### src/rtl/cpu_types_pkg.sv
// ============================================================================
// Module      : cpu_types_pkg
// Description : Shared CPU types, including multiply/divide opcodes and states
// Revision    : 1.0 - initial release
// ============================================================================
`default_nettype none

package cpu_types_pkg;

    localparam int XLEN = 32;

    typedef logic [XLEN-1:0] word_t;

    typedef enum logic [2:0] {
        MD_MULT  = 3'd0,
        MD_MULTU = 3'd1,
        MD_DIV   = 3'd2,
        MD_DIVU  = 3'd3,
        MD_MTHI  = 3'd4,
        MD_MTLO  = 3'd5
    } mdop_t;

    typedef enum logic [1:0] {
        IDLE = 2'd0,
        CALC = 2'd1,
        FIX  = 2'd2
    } md_state_t;

    localparam int MD_ITER = 32;

endpackage

`default_nettype wire

### src/rtl/md_datapath.sv
// ============================================================================
// Module      : md_datapath
// Description : Unsigned shift-add multiply / restoring divide, one bit per step
// Revision    : 1.0 - initial release
// ============================================================================
`default_nettype none

module md_datapath
    import cpu_types_pkg::*;
(
    input  logic        CLK,
    input  logic        nrst,
    input  logic        load,
    input  logic        step,
    input  logic [31:0] a_mag,
    input  logic [31:0] b_mag,
    output logic [63:0] prod,
    output logic [31:0] quot,
    output logic [31:0] rem
);

    logic [63:0] r_acc;
    word_t       r_b;
    word_t       r_quot;
    word_t       r_rem;

    logic [32:0] w_sum;
    logic [32:0] w_trial;
    logic        w_fits;
    word_t       w_diff;

    // Multiply and divide advance together; only the one matching the op is used.
    always_comb begin
        w_sum   = {1'b0, r_acc[63:32]} + {1'b0, (r_acc[0] ? r_b : '0)};
        w_trial = {r_rem, r_quot[31]};
        w_fits  = (w_trial >= {1'b0, r_b});
        w_diff  = {r_rem[30:0], r_quot[31]} - r_b;
    end

    always_ff @(posedge CLK or negedge nrst) begin
        if (!nrst) begin
            r_acc  <= '0;
            r_b    <= '0;
            r_quot <= '0;
            r_rem  <= '0;
        end else if (load) begin
            r_acc  <= {32'd0, a_mag};
            r_b    <= b_mag;
            r_quot <= a_mag;
            r_rem  <= '0;
        end else if (step) begin
            r_acc  <= {w_sum, r_acc[31:1]};
            r_quot <= {r_quot[30:0], w_fits};
            r_rem  <= w_fits ? w_diff : {r_rem[30:0], r_quot[31]};
        end
    end

    assign prod = r_acc;
    assign quot = r_quot;
    assign rem  = r_rem;

endmodule

`default_nettype wire

### src/rtl/mult_div_unit.sv
// ============================================================================
// Module      : mult_div_unit
// Description : Iterative MULT/DIV unit with architectural HI/LO registers
// Revision    : 1.0 - initial release
// ============================================================================
`default_nettype none

module mult_div_unit
    import cpu_types_pkg::*;
#(
    parameter int WORD_W = 32
) (
    input  logic              CLK,
    input  logic              nrst,
    input  logic              start,
    input  logic [2:0]        op,
    input  logic              flush,
    input  logic [WORD_W-1:0] rs,
    input  logic [WORD_W-1:0] rt,
    output logic              busy,
    output logic              done,
    output logic [WORD_W-1:0] hi,
    output logic [WORD_W-1:0] lo
);

    localparam logic [4:0] C_LAST = 5'(MD_ITER - 1);

    md_state_t   r_state;
    md_state_t   w_state_nxt;
    logic [4:0]  r_cnt;
    logic        r_is_div;
    logic        r_neg_res;
    logic        r_neg_rem;
    logic        r_done;
    word_t       r_hi;
    word_t       r_lo;

    logic        w_accept;
    logic        w_op_md;
    logic        w_op_div;
    logic        w_signed;
    logic        w_div0;
    logic        w_a_neg;
    logic        w_b_neg;
    word_t       w_a_mag;
    word_t       w_b_mag;
    logic        w_load;
    logic        w_step;
    logic        w_wr;
    logic [63:0] w_prod;
    word_t       w_quot;
    word_t       w_rem;
    logic [63:0] w_prod_fix;
    word_t       w_quot_fix;
    word_t       w_rem_fix;

    always_comb begin
        w_accept = start && !flush && (r_state == IDLE);
        w_op_md  = (op == MD_MULT) || (op == MD_MULTU) || (op == MD_DIV) || (op == MD_DIVU);
        w_op_div = (op == MD_DIV) || (op == MD_DIVU);
        w_signed = (op == MD_MULT) || (op == MD_DIV);
        w_div0   = w_op_div && (rt == '0);
        w_a_neg  = w_signed && rs[31];
        w_b_neg  = w_signed && rt[31];
        // A zero divisor leaves the raw dividend in the remainder, so feed rs unmodified.
        w_a_mag  = (w_a_neg && !w_div0) ? -rs : rs;
        w_b_mag  = w_b_neg ? -rt : rt;
    end

    always_comb begin
        w_state_nxt = r_state;
        w_load      = 1'b0;
        w_step      = 1'b0;
        w_wr        = 1'b0;
        if (flush) begin
            w_state_nxt = IDLE;
        end else begin
            case (r_state)
                IDLE: begin
                    if (w_accept && w_op_md) begin
                        w_load      = 1'b1;
                        w_state_nxt = CALC;
                    end
                end
                CALC: begin
                    w_step = 1'b1;
                    if (r_cnt == C_LAST) begin
                        w_state_nxt = FIX;
                    end
                end
                FIX: begin
                    w_wr        = 1'b1;
                    w_state_nxt = IDLE;
                end
                default: w_state_nxt = IDLE;
            endcase
        end
    end

    always_ff @(posedge CLK or negedge nrst) begin
        if (!nrst) begin
            r_state   <= IDLE;
            r_cnt     <= '0;
            r_is_div  <= 1'b0;
            r_neg_res <= 1'b0;
            r_neg_rem <= 1'b0;
            r_done    <= 1'b0;
        end else begin
            r_state <= w_state_nxt;
            r_done  <= w_wr;
            if (w_load) begin
                r_cnt     <= '0;
                r_is_div  <= w_op_div;
                r_neg_res <= !w_div0 && (w_a_neg ^ w_b_neg);
                r_neg_rem <= !w_div0 && w_op_div && w_a_neg;
            end else if (w_step) begin
                r_cnt <= r_cnt + 5'd1;
            end
        end
    end

    md_datapath u_datapath (
        .CLK   (CLK),
        .nrst  (nrst),
        .load  (w_load),
        .step  (w_step),
        .a_mag (w_a_mag),
        .b_mag (w_b_mag),
        .prod  (w_prod),
        .quot  (w_quot),
        .rem   (w_rem)
    );

    always_comb begin
        w_prod_fix = r_neg_res ? -w_prod : w_prod;
        w_quot_fix = r_neg_res ? -w_quot : w_quot;
        w_rem_fix  = r_neg_rem ? -w_rem  : w_rem;
    end

    always_ff @(posedge CLK or negedge nrst) begin
        if (!nrst) begin
            r_hi <= '0;
            r_lo <= '0;
        end else if (w_wr) begin
            if (r_is_div) begin
                r_hi <= w_rem_fix;
                r_lo <= w_quot_fix;
            end else begin
                r_hi <= w_prod_fix[63:32];
                r_lo <= w_prod_fix[31:0];
            end
        end else if (w_accept && (op == MD_MTHI)) begin
            r_hi <= rs;
        end else if (w_accept && (op == MD_MTLO)) begin
            r_lo <= rs;
        end
    end

    assign busy = (r_state != IDLE);
    assign done = r_done;
    assign hi   = r_hi;
    assign lo   = r_lo;

endmodule

`default_nettype wire

### config.mk
export PLATFORM = sky130hd
export DESIGN_NAME = mult_div_unit
export DESIGN_NICKNAME = d
export VERILOG_FILES = /design/src/rtl/cpu_types_pkg.sv /design/src/rtl/md_datapath.sv /design/src/rtl/mult_div_unit.sv
export SDC_FILE = /design/constraint.sdc
export NUM_CORES = 1
export LEC_CHECK = 0
export BUFFER_PORTS_ARGS = -buffer_cell sky130_fd_sc_hd__buf_2
export CORE_MARGIN = 2
export CORE_UTILIZATION = 62
export CTS_CLUSTER_DIAMETER = 120
export DETAILED_ROUTE_END_ITERATION = 7
export PLACE_DENSITY = 0.83
export SETUP_SLACK_MARGIN = 0.4
export SYNTH_ARGS = -nofsm -noshare
export SYNTH_HDL_FRONTEND = slang
export SYNTH_SLANG_ARGS = --single-unit
### constraint.sdc
create_clock -name CLK -period 4.35 [get_ports CLK]
set_clock_uncertainty 0.2 [all_clocks]
set_input_delay 0.435 -clock CLK [delete_from_list [all_inputs] [get_ports CLK]]
set_output_delay 0.435 -clock CLK [all_outputs]
set_load 0.02 [all_outputs]
==> metrics.cfg, run 1 <==
[place]
place_congestion = 0.9608
dpl-instance-area_sq_mm = 0.01873
portBuffers = 136
dp_cells = 2565
detailedPlace.worstSlack_ps = 395.8
hpwl_mm = 40.88

[timing]
setup_tns_ps = 0
hold_viol = 0
fin_crit_ps = 3807
drv_slew = 0
setup_viol = 0
post-route-period-util_pct = 87.52
slew-limit-headroom_pct = 28.79
worst_pin_slew_ps = 1068
fmax_ghz = 0.2627
worst_slack_ps = 543.0
rsz0062_at_grt = true

[setup_path]
end_kind = flip-flop
critical_path_arrival_ps = 4040
crit_fanout = 7
cp.required_ps = 4580
critPathKind = reg -> reg
start_kind = flip-flop

[cells_and_area]
nets = 2373
mostFrequentLayoutCells = 309 x nand2_1, 232 x dfrtp_1, 211 x o21ai_0
drive_gt1_share_pct = 13.51
num_antenna_cells = 0
fin_cells = 2629
fin_area_sq_mm = 0.01984
area_growth_pct = 12.00
final_common_cell = nand2_1

[pwr]
power_w = 0.008431
p_leak_nw = 8.742
power_per_cell_area_mw_per_mm2 = 424.9
vdd_drop_max_v = 0.0003037

[floorplanning]
rows = 61
initial_core_util_pct = 63.43
core_sq_mm = 0.02793
die_y_um = 173.1
io_pins = 137
die_x_um = 173.1
dieArea_sq_mm = 0.02995

[global_route]
grtUsageMet2_pct = 56.85
grt_remaining_overflow = 0
grt_first_pass_wirelength_mm = 88.14
use_met3_pct = 6.245
grt_max_degree = 134
grt_usage_pct = 36.42
antenna_found_initial = 0
grt_pass1_vias = 16170
grt_use_met1_pct = 49.02
globalRoute.busiestLayer = met2

[yosys]
syn_inst = 2143
synth_nets = 2287
synth-seq-cells = 235
synth_area_per_cell_sq_um = 8.268
synthArstFlopShare_pct = 100.0
synth_edf_count = 0
yosysSeqAreaShare_pct = 33.19
syn-cell-area_sq_mm = 0.01772
synth_warnings = 0
ys_types = 83
ys.flop_type = dfrtp_1

[route]
ant_nets = 0
wl_per_cell_um = 21.07
vias = 17220
post-route-drc-count = 0
drt_iter0_drc = 1765
viasPerCell = 6.549
drt-total-wl_mm = 55.38
dr.pass1.iters = 8

[clock_network]
cts.path.max_buffers = 3
root_buffer = clkbuf_16
clk_pin_slew_ps = 60
insertion_delay_ps = 550
cts_buffers = 28
htreeDepth = 1
cts.sinks = 235
cts_tree = yes

[job]
drv_cap = 0

[run_status]
status = finished, final reports clean

[worst_hold_path]
min_path_type = in -> reg

[sequential cells by signal (all words and copies together) (netlist names), 2 cells and up]
name	flops
lo	32
r_cnt	5
u_datapath.r_b	32
hi	32
u_datapath.rem	32
r_state	2
u_datapath.quot	32
u_datapath.prod	64
[critical path, stage by stage, from the launching register on]
cell,delay (ps)
dfrtp_2,500
and2_1,190
ha_1,220
fa_1,430
a211oi_1,310
o21ai_0,160
or4b_1,200
nand3_1,140
a31o_2,300
a31o_2,300
a221oi_1,410
mux2i_1,240
nand3_1,80
[repair_timing]
action / CTS / global route
setup endpoints to repair: 2 / 15
pin swaps: 0 / 1
hold buffers: 7 / 0
resized for setup: 1 / 4
endpoints found under the hold margin: 137 / 0
buffers inserted: 0 / 4
gates cloned: 0 / 1
[power breakdown]
| part | switching (W) | total (W) | internal, W | leakage, nW |
|---|---|---|---|---|
| sequential | 0.000539 | 0.00314 | 0.00260 | 2.95 |
| combinational | 0.00167 | 0.00278 | 0.00112 | 5.29 |
| clock | 0.000964 | 0.00251 | 0.00155 | 0.499 |
| total | 0.00317 | 0.00843 | 0.00526 | 8.74 |
[final cells by class]
class	count	area, sq um
Timing Repair inverter	1	7.507
Tap cell	378	473.0
Sequential cell	235	5884
Clock buffer	37	815.8
Timing Repair Buffer	180	1076
Clock inverter	15	177.7
Inverter	61	232.7
Fill cell	2223	8090
Multi-Input combinational cell	1722	11180
[metal layers]
layer  vias up  wire [um]
met5         -          0
met4         0       3115
met3       156       5060
met2       932      24600
met1      8169      22610
li1       7961          -
[worst paths after layout]
kind | end | slack [ps] | start | depth (start not counted)
setup / recovery | u_datapath.prod[61] | 540 | u_datapath.prod[0] | 12
hold / removal | u_datapath.r_b[10] | 8 | rt[10] | 3
setup reg to reg | u_datapath.prod[61] | 540 | u_datapath.prod[0] | 12
hold reg to reg | u_datapath.r_b[18] | 270 | u_datapath.r_b[18] | 2
max in group asynchronous | u_datapath.r_b[21] | 2620 | nrst | 3
min in group asynchronous | u_datapath.quot[28] | 410 | nrst | 2
[cell families (layout without fill, tap and decap cells)]
family          after synthesis  in the layout  share of synthesized area [%]
compound gates              663            663                          24.04
fa+ha+maj                    73             73                          5.240
buf+inv                     186            294                          4.004
xor+xnor                    219            219                          10.83
simple gates                700            700                          18.71
mux                          67             67                          3.997
flops                       235            235                          33.19
[metrics by stage]
step | util [%] | hold slack, ps
final | 71.04 | 8.015
after global routing | 71.04 | 25.90
after CTS | 70.86 | 0.8112
after detailed placement | 67.04 | 269.4
after global placement | 67.04 | 261.1
after floorplan | - | -60.59
[Yosys cell counts (all sizes together) (15+ instances only)]
cell / count / share of area [%]
nand2: 311 / 6.6
dfrtp: 235 / 33
o21ai: 221 / 6.2
nor2: 143 / 3.1
xnor2: 121 / 6.0
clkbuf: 108 / 2.3
a21oi: 100 / 2.8
xor2: 98 / 4.8
a31oi: 73 / 2.6
ha: 71 / 5.0
inv: 61 / 1.3
o31ai: 50 / 2.3
nand3: 49 / 1.4
mux2i: 46 / 2.6
nor3: 33 / 0.96
o211ai: 32 / 1.4
a21o: 31 / 1.3
o41ai: 28 / 1.6
or3: 28 / 1.1
or4: 27 / 1.3
o22ai: 23 / 0.81
mux2: 20 / 1.3
a211oi: 19 / 0.81
buf: 17 / 0.42
nor4: 17 / 0.84
nand2b: 15 / 0.53
(Power assumes the default switching activity.)
==> run 2, diff against run 1 <==
--- a/config.mk
+++ b/config.mk
@@ -7,10 +7,10 @@
 export LEC_CHECK = 0
 export BUFFER_PORTS_ARGS = -buffer_cell sky130_fd_sc_hd__buf_2
 export CORE_MARGIN = 2
-export CORE_UTILIZATION = 62
+export CORE_UTILIZATION = 67
 export CTS_CLUSTER_DIAMETER = 120
 export DETAILED_ROUTE_END_ITERATION = 7
-export PLACE_DENSITY = 0.83
+export PLACE_DENSITY = 0.89
 export SETUP_SLACK_MARGIN = 0.4
 export SYNTH_ARGS = -nofsm -noshare
 export SYNTH_HDL_FRONTEND = slang
==> constraint.sdc (replaced) <==
create_clock -name CLK -period 4.6 [get_ports CLK]
set_clock_uncertainty 0.2 [all_clocks]
set_input_delay 0.46 -clock CLK [delete_from_list [all_inputs] [get_ports CLK]]
set_output_delay 0.46 -clock CLK [all_outputs]
set_load 0.02 [all_outputs]
==> metrics.cfg, run 2 (synthesized netlist as in run 1, its figures left out) <==
[run_status]
status = finished, final reports clean

[timing]
slew-limit-headroom_pct = 22.23
fin_crit_ps = 3993
fmax_ghz = 0.2505
setup_viol = 0
setup_tns_ps = 0
rsz0062_at_grt = false
worst_pin_slew_ps = 1167
drv_slew = 0
post-route-period-util_pct = 86.80
hold_viol = 0

[pwr]
pwr-share-seq_pct = 36.0
cell_internal_pwr_w = 0.005259
p_leak_nw = 8.739
p_clk_share_pct = 32.4
p_switching_w = 0.003027
switching_share_pct = 36.53
power_per_cell_area_mw_per_mm2 = 418.7
vdd_drop_max_v = 0.0004180
combPwrFrac_pct = 31.6

[clock_network]
clk_pin_slew_ps = 60
cts.sinks = 235
htreeDepth = 1
cts_buffers = 28
insertion_delay_ps = 560
root_buffer = clkbuf_16
cts.path.max_buffers = 3
cts_tree = yes

[global_route]
grt_usage_pct = 39.06
antenna_found_initial = 0
grt_pass1_vias = 16220
grt_max_degree = 105
grt_first_pass_wirelength_mm = 87.64
grt_remaining_overflow = 0

[cells_and_area]
fin_area_sq_mm = 0.01979
drive_gt1_share_pct = 13.10
nets = 2360
largest_reg_flops = 64
final_common_cell = nand2_1
mostFrequentLayoutCells = 309 x nand2_1, 233 x dfrtp_1, 211 x o21ai_0
area_growth_pct = 11.69
fill_cells = 1938
num_antenna_cells = 0

[route]
ant_nets = 0
viasPerCell = 6.715
drt-total-wl_mm = 55.45
post-route-drc-count = 0
dr.pass1.iters = 6
wl_per_cell_um = 21.56
drt_iter0_drc = 2104
vias = 17270

[setup_path]
cp.required_ps = 4840
critical_path_arrival_ps = 4230
start_kind = flip-flop
critPathKind = reg -> reg
crit_fanout = 13
end_kind = flip-flop

[floorplanning]
dieArea_sq_mm = 0.02776
die_x_um = 166.6
io_pins = 137
initial_core_util_pct = 68.19
core_sq_mm = 0.02598
rows = 59
die_y_um = 166.6

[place]
place_congestion = 0.9885
hpwl_mm = 40.05
portBuffers = 136
dpl-instance-area_sq_mm = 0.01859

[worst_hold_path]
min_path_type = in -> reg

[job]
drv_cap = 0

-- run 2: cell type report --
class	count	area (sq um)	area share (%)
repair buffers	168	960.9	4.856
clock buffers	38	829.5	4.192
flip-flops and latches	235	5883	29.73
multi-input cells	1722	11170	56.45
inverters	61	232.7	1.176
clock inverters	13	292.8	1.479
well taps	335	419.2	2.118
-- run 2: per-stage QoR --
| stage | total power, W | util [%] | cells | setup slack [ps] | hold WS (ps) |
|---|---|---|---|---|---|
| finish | 0.008285 | 76.16 | 2572 | 607.4 | 10.14 |
| global route | 0.008676 | 76.16 | 2572 | 460.6 | 19.57 |
| CTS | 0.008188 | 75.95 | 2566 | 606.5 | 8.320 |
| detailed placement | 0.005510 | 71.56 | 2513 | 640.9 | 273.4 |
| global placement | 0.005422 | 71.56 | 2513 | 667.3 | 261.6 |
| floorplan | 0.004692 | - | 2143 | 1092 | -35.59 |
-- run 2: worst max-delay path, stage by stage (launching register included) --
cell and delay [ps]:
dfrtp_1 540, clkinvlp_4 340, buf_4 220, nor2_1 100, ha_1 280, a21oi_1 240, o21ai_0 150, a311oi_1 350
nand3_1 220, a31o_2 320, a31o_2 300, a221oi_1 290, mux2i_1 230, nand3_1 80
-- run 2: timing repair --
action | CTS | global route
setup endpoints to repair | 0 | 5
endpoints found under the hold margin | 103 | 0
gates resized for setup | 0 | 2
hold buffers | 2 | 0
buffers inserted | 0 | 6
-- run 2: path summary, 6_finish.rpt --
check / slack (ps) / depth (start not counted) / start / to
max reg2reg: 610 / 13 / u_datapath.prod[0] / u_datapath.prod[61]
min: 10 / 3 / rt[1] / u_datapath.r_b[1]
min in group asynchronous: 370 / 2 / nrst / u_datapath.quot[29]
max: 610 / 13 / u_datapath.prod[0] / u_datapath.prod[61]
max in group asynchronous: 2730 / 3 / nrst / u_datapath.rem[16]
min reg2reg: 280 / 2 / u_datapath.r_b[17] / u_datapath.r_b[17]
-- run 2: layer usage --
metal | global-route usage, % | routed length, um
met1 | 52.35 | 22070
met2 | 63.71 | 25420
met3 | 5.703 | 5438
met4 | 16.57 | 2518
met5 | 0 | 0
-- run 2: power groups by stage --
stage	registers (W)	logic (W)	clock network (W)
2_1_floorplan	0.00296	0.00173	0
3_3_place_gp	0.00296	0.00246	0
3_5_place_dp	0.00298	0.00253	0
4_1_cts	0.00295	0.00256	0.00268
5_1_grt	0.00302	0.00288	0.00278
6_report	0.00298	0.00262	0.00268
==> run 3, diff against run 2 <==
--- a/config.mk
+++ b/config.mk
@@ -10,7 +10,7 @@
 export CORE_UTILIZATION = 67
 export CTS_CLUSTER_DIAMETER = 120
 export DETAILED_ROUTE_END_ITERATION = 7
-export PLACE_DENSITY = 0.89
+export PLACE_DENSITY = 0.88
 export SETUP_SLACK_MARGIN = 0.4
 export SYNTH_ARGS = -nofsm -noshare
 export SYNTH_HDL_FRONTEND = slang
==> metrics.cfg, run 3 (synthesized netlist as in run 1, its figures left out) <==
[global_route]
grt_remaining_overflow = 0
grt_first_pass_wirelength_mm = 89.11
grt_max_degree = 110
grt_pass1_vias = 16590
grt_usage_pct = 39.53
antenna_found_initial = 0

[worst_hold_path]
hold_depth = 3
worstHoldStart = rt[23]
min_path_type = in -> reg
min_to = u_datapath.r_b[23]

[cells_and_area]
final_common_cell = nand2_1
fill_cells = 1897
utilization_pct = 75.53
final-seq-area_sq_mm = 0.005883
nets = 2358
multi_input_area_sq_mm = 0.01117
largest_reg_flops = 64
mostFrequentLayoutCells = 309 x nand2_1, 233 x dfrtp_1, 211 x o21ai_0
area_growth_pct = 10.77
drive_gt1_share_pct = 12.85
num_antenna_cells = 0

[floorplanning]
io_pins = 137
rows = 59
core_sq_mm = 0.02598
die_x_um = 166.6
die_y_um = 166.6
dieArea_sq_mm = 0.02776
initial_core_util_pct = 68.19

[clock_network]
insertion_delay_ps = 560
cts.sinks = 235
cts_tree = yes
cts.path.max_buffers = 3
postCtsSetupRepairBufs = 0
cts_buffers = 28
htreeDepth = 1
root_buffer = clkbuf_16
clk_pin_slew_ps = 60

[setup_path]
critPathKind = reg -> reg
cp_num_buf_inv = 2
start_kind = flip-flop
cp.required_ps = 4870
r2r-end = u_datapath.prod[62]
regToRegStartpoint = u_datapath.prod[0]
cp_cell_sequence = inv_1, buf_4, nor2_1, ha_1, o21ai_0, o21bai_1, o21ai_0, a211oi_1, nor2_1, a31oi_1, a41oi_1, xor2_1, o21ai_0
critical_path_arrival_ps = 4380
cp_top_family = compound AO/OA/AOI/OAI gates
cp-startpoint = u_datapath.prod[0]
crit_fanout = 11
end_kind = flip-flop
r2r_cells = 13
crit_top_cell = o21ai_0
cp_slowest_cell = a211oi_1
regToRegSetupSlack_ps = 500
slowest_delay_ps = 640

[job]
drv_cap = 0

[timing]
post-route-period-util_pct = 89.21
rsz0062_at_grt = false
setup_viol = 0
hold_viol = 0
fmax_ghz = 0.2437
fin_crit_ps = 4104
slew-limit-headroom_pct = 24.34
worst_pin_slew_ps = 1135
drv_slew = 0
setup_tns_ps = 0

[route]
viasPerCell = 6.793
post-route-drc-count = 0
vias = 17450
drt-total-wl_mm = 55.68
drt_iter0_drc = 2320
wl_per_cell_um = 21.67
ant_nets = 0
dr.pass1.iters = 6

[place]
place_congestion = 0.9516
hpwl_mm = 40.33
portBuffers = 136

[pwr]
cell_internal_pwr_w = 0.004924
p_switching_w = 0.003005
power_per_cell_area_mw_per_mm2 = 404.0
p_clk_share_pct = 29.6
pwr-share-seq_pct = 37.4
combPwrFrac_pct = 33.0
power_w = 0.007929
vdd_drop_max_v = 0.0004508
switching_share_pct = 37.90
p_leak_nw = 8.669

[run_status]
status = finished, final reports clean

[run 3: how the worst max path moves through the flow]
stage	slack, ps	cells after the start	endpoint
CTS	640	13	u_datapath.prod[62]
floorplan	1090	13	u_datapath.prod[63]
detailed placement	670	13	u_datapath.prod[63]
global placement	760	13	u_datapath.prod[61]
finish	500	13	u_datapath.prod[62]
global route	430	13	u_datapath.prod[62]
[run 3: timing repair]
action	CTS	global route
hold buffers	3	0
hold endpoints to repair	108	0
setup endpoints to repair	0	1
gates resized for setup	0	1
[run 3: per-stage QoR]
stage | worst slack, ps | cell area [sq um] | cells | hold slack, ps
finish | 496.5 | 19630 | 2569 | 6.763
global route | 434.1 | 19630 | 2569 | 26.19
CTS | 644.8 | 19620 | 2569 | 12.03
detailed placement | 673.5 | 18620 | 2516 | 273.1
global placement | 757.4 | 18620 | 2516 | 260.5
floorplan | 1092 | 17720 | 2143 | -35.59
[run 3: area by class of cell]
type	instances	area share [%]
Clock buffer	40	4.316
Inverter	61	1.167
Tap cell	335	2.136
Clock inverter	10	0.6503
Multi-Input combinational cell	1722	56.92
Sequential cell	235	29.98
Timing Repair Buffer	166	4.832
[run 3: worst register-to-register path, cell delays in order (launching register included)]
cell and delay, ps:
dfrtp_1 490, inv_1 410, buf_4 260, nor2_1 80, ha_1 340, o21ai_0 120
o21bai_1 280, o21ai_0 230, a211oi_1 640, nor2_1 160, a31oi_1 290, a41oi_1 190
xor2_1 170, o21ai_0 140
[run 3: power by group through the flow]
| stage | clock network [W] | logic (W) | registers [W] |
|---|---|---|---|
| global route | 0.00243 | 0.00288 | 0.00301 |
| floorplan | 0 | 0.00173 | 0.00296 |
| CTS | 0.00234 | 0.00258 | 0.00294 |
| detailed placement | 0 | 0.00255 | 0.00297 |
| finish | 0.00235 | 0.00261 | 0.00297 |
| global placement | 0 | 0.00248 | 0.00295 |
[run 3: layer usage]
metal	GRT usage, %	wire (um)	vias to the layer above	share of wire, %
li1	-	-	7930	-
met4	20.80	3304	0	5.9
met1	51.62	21580	8291	39
met2	62.83	25080	1024	45
met3	7.486	5716	205	10
met5	0	0	-	0
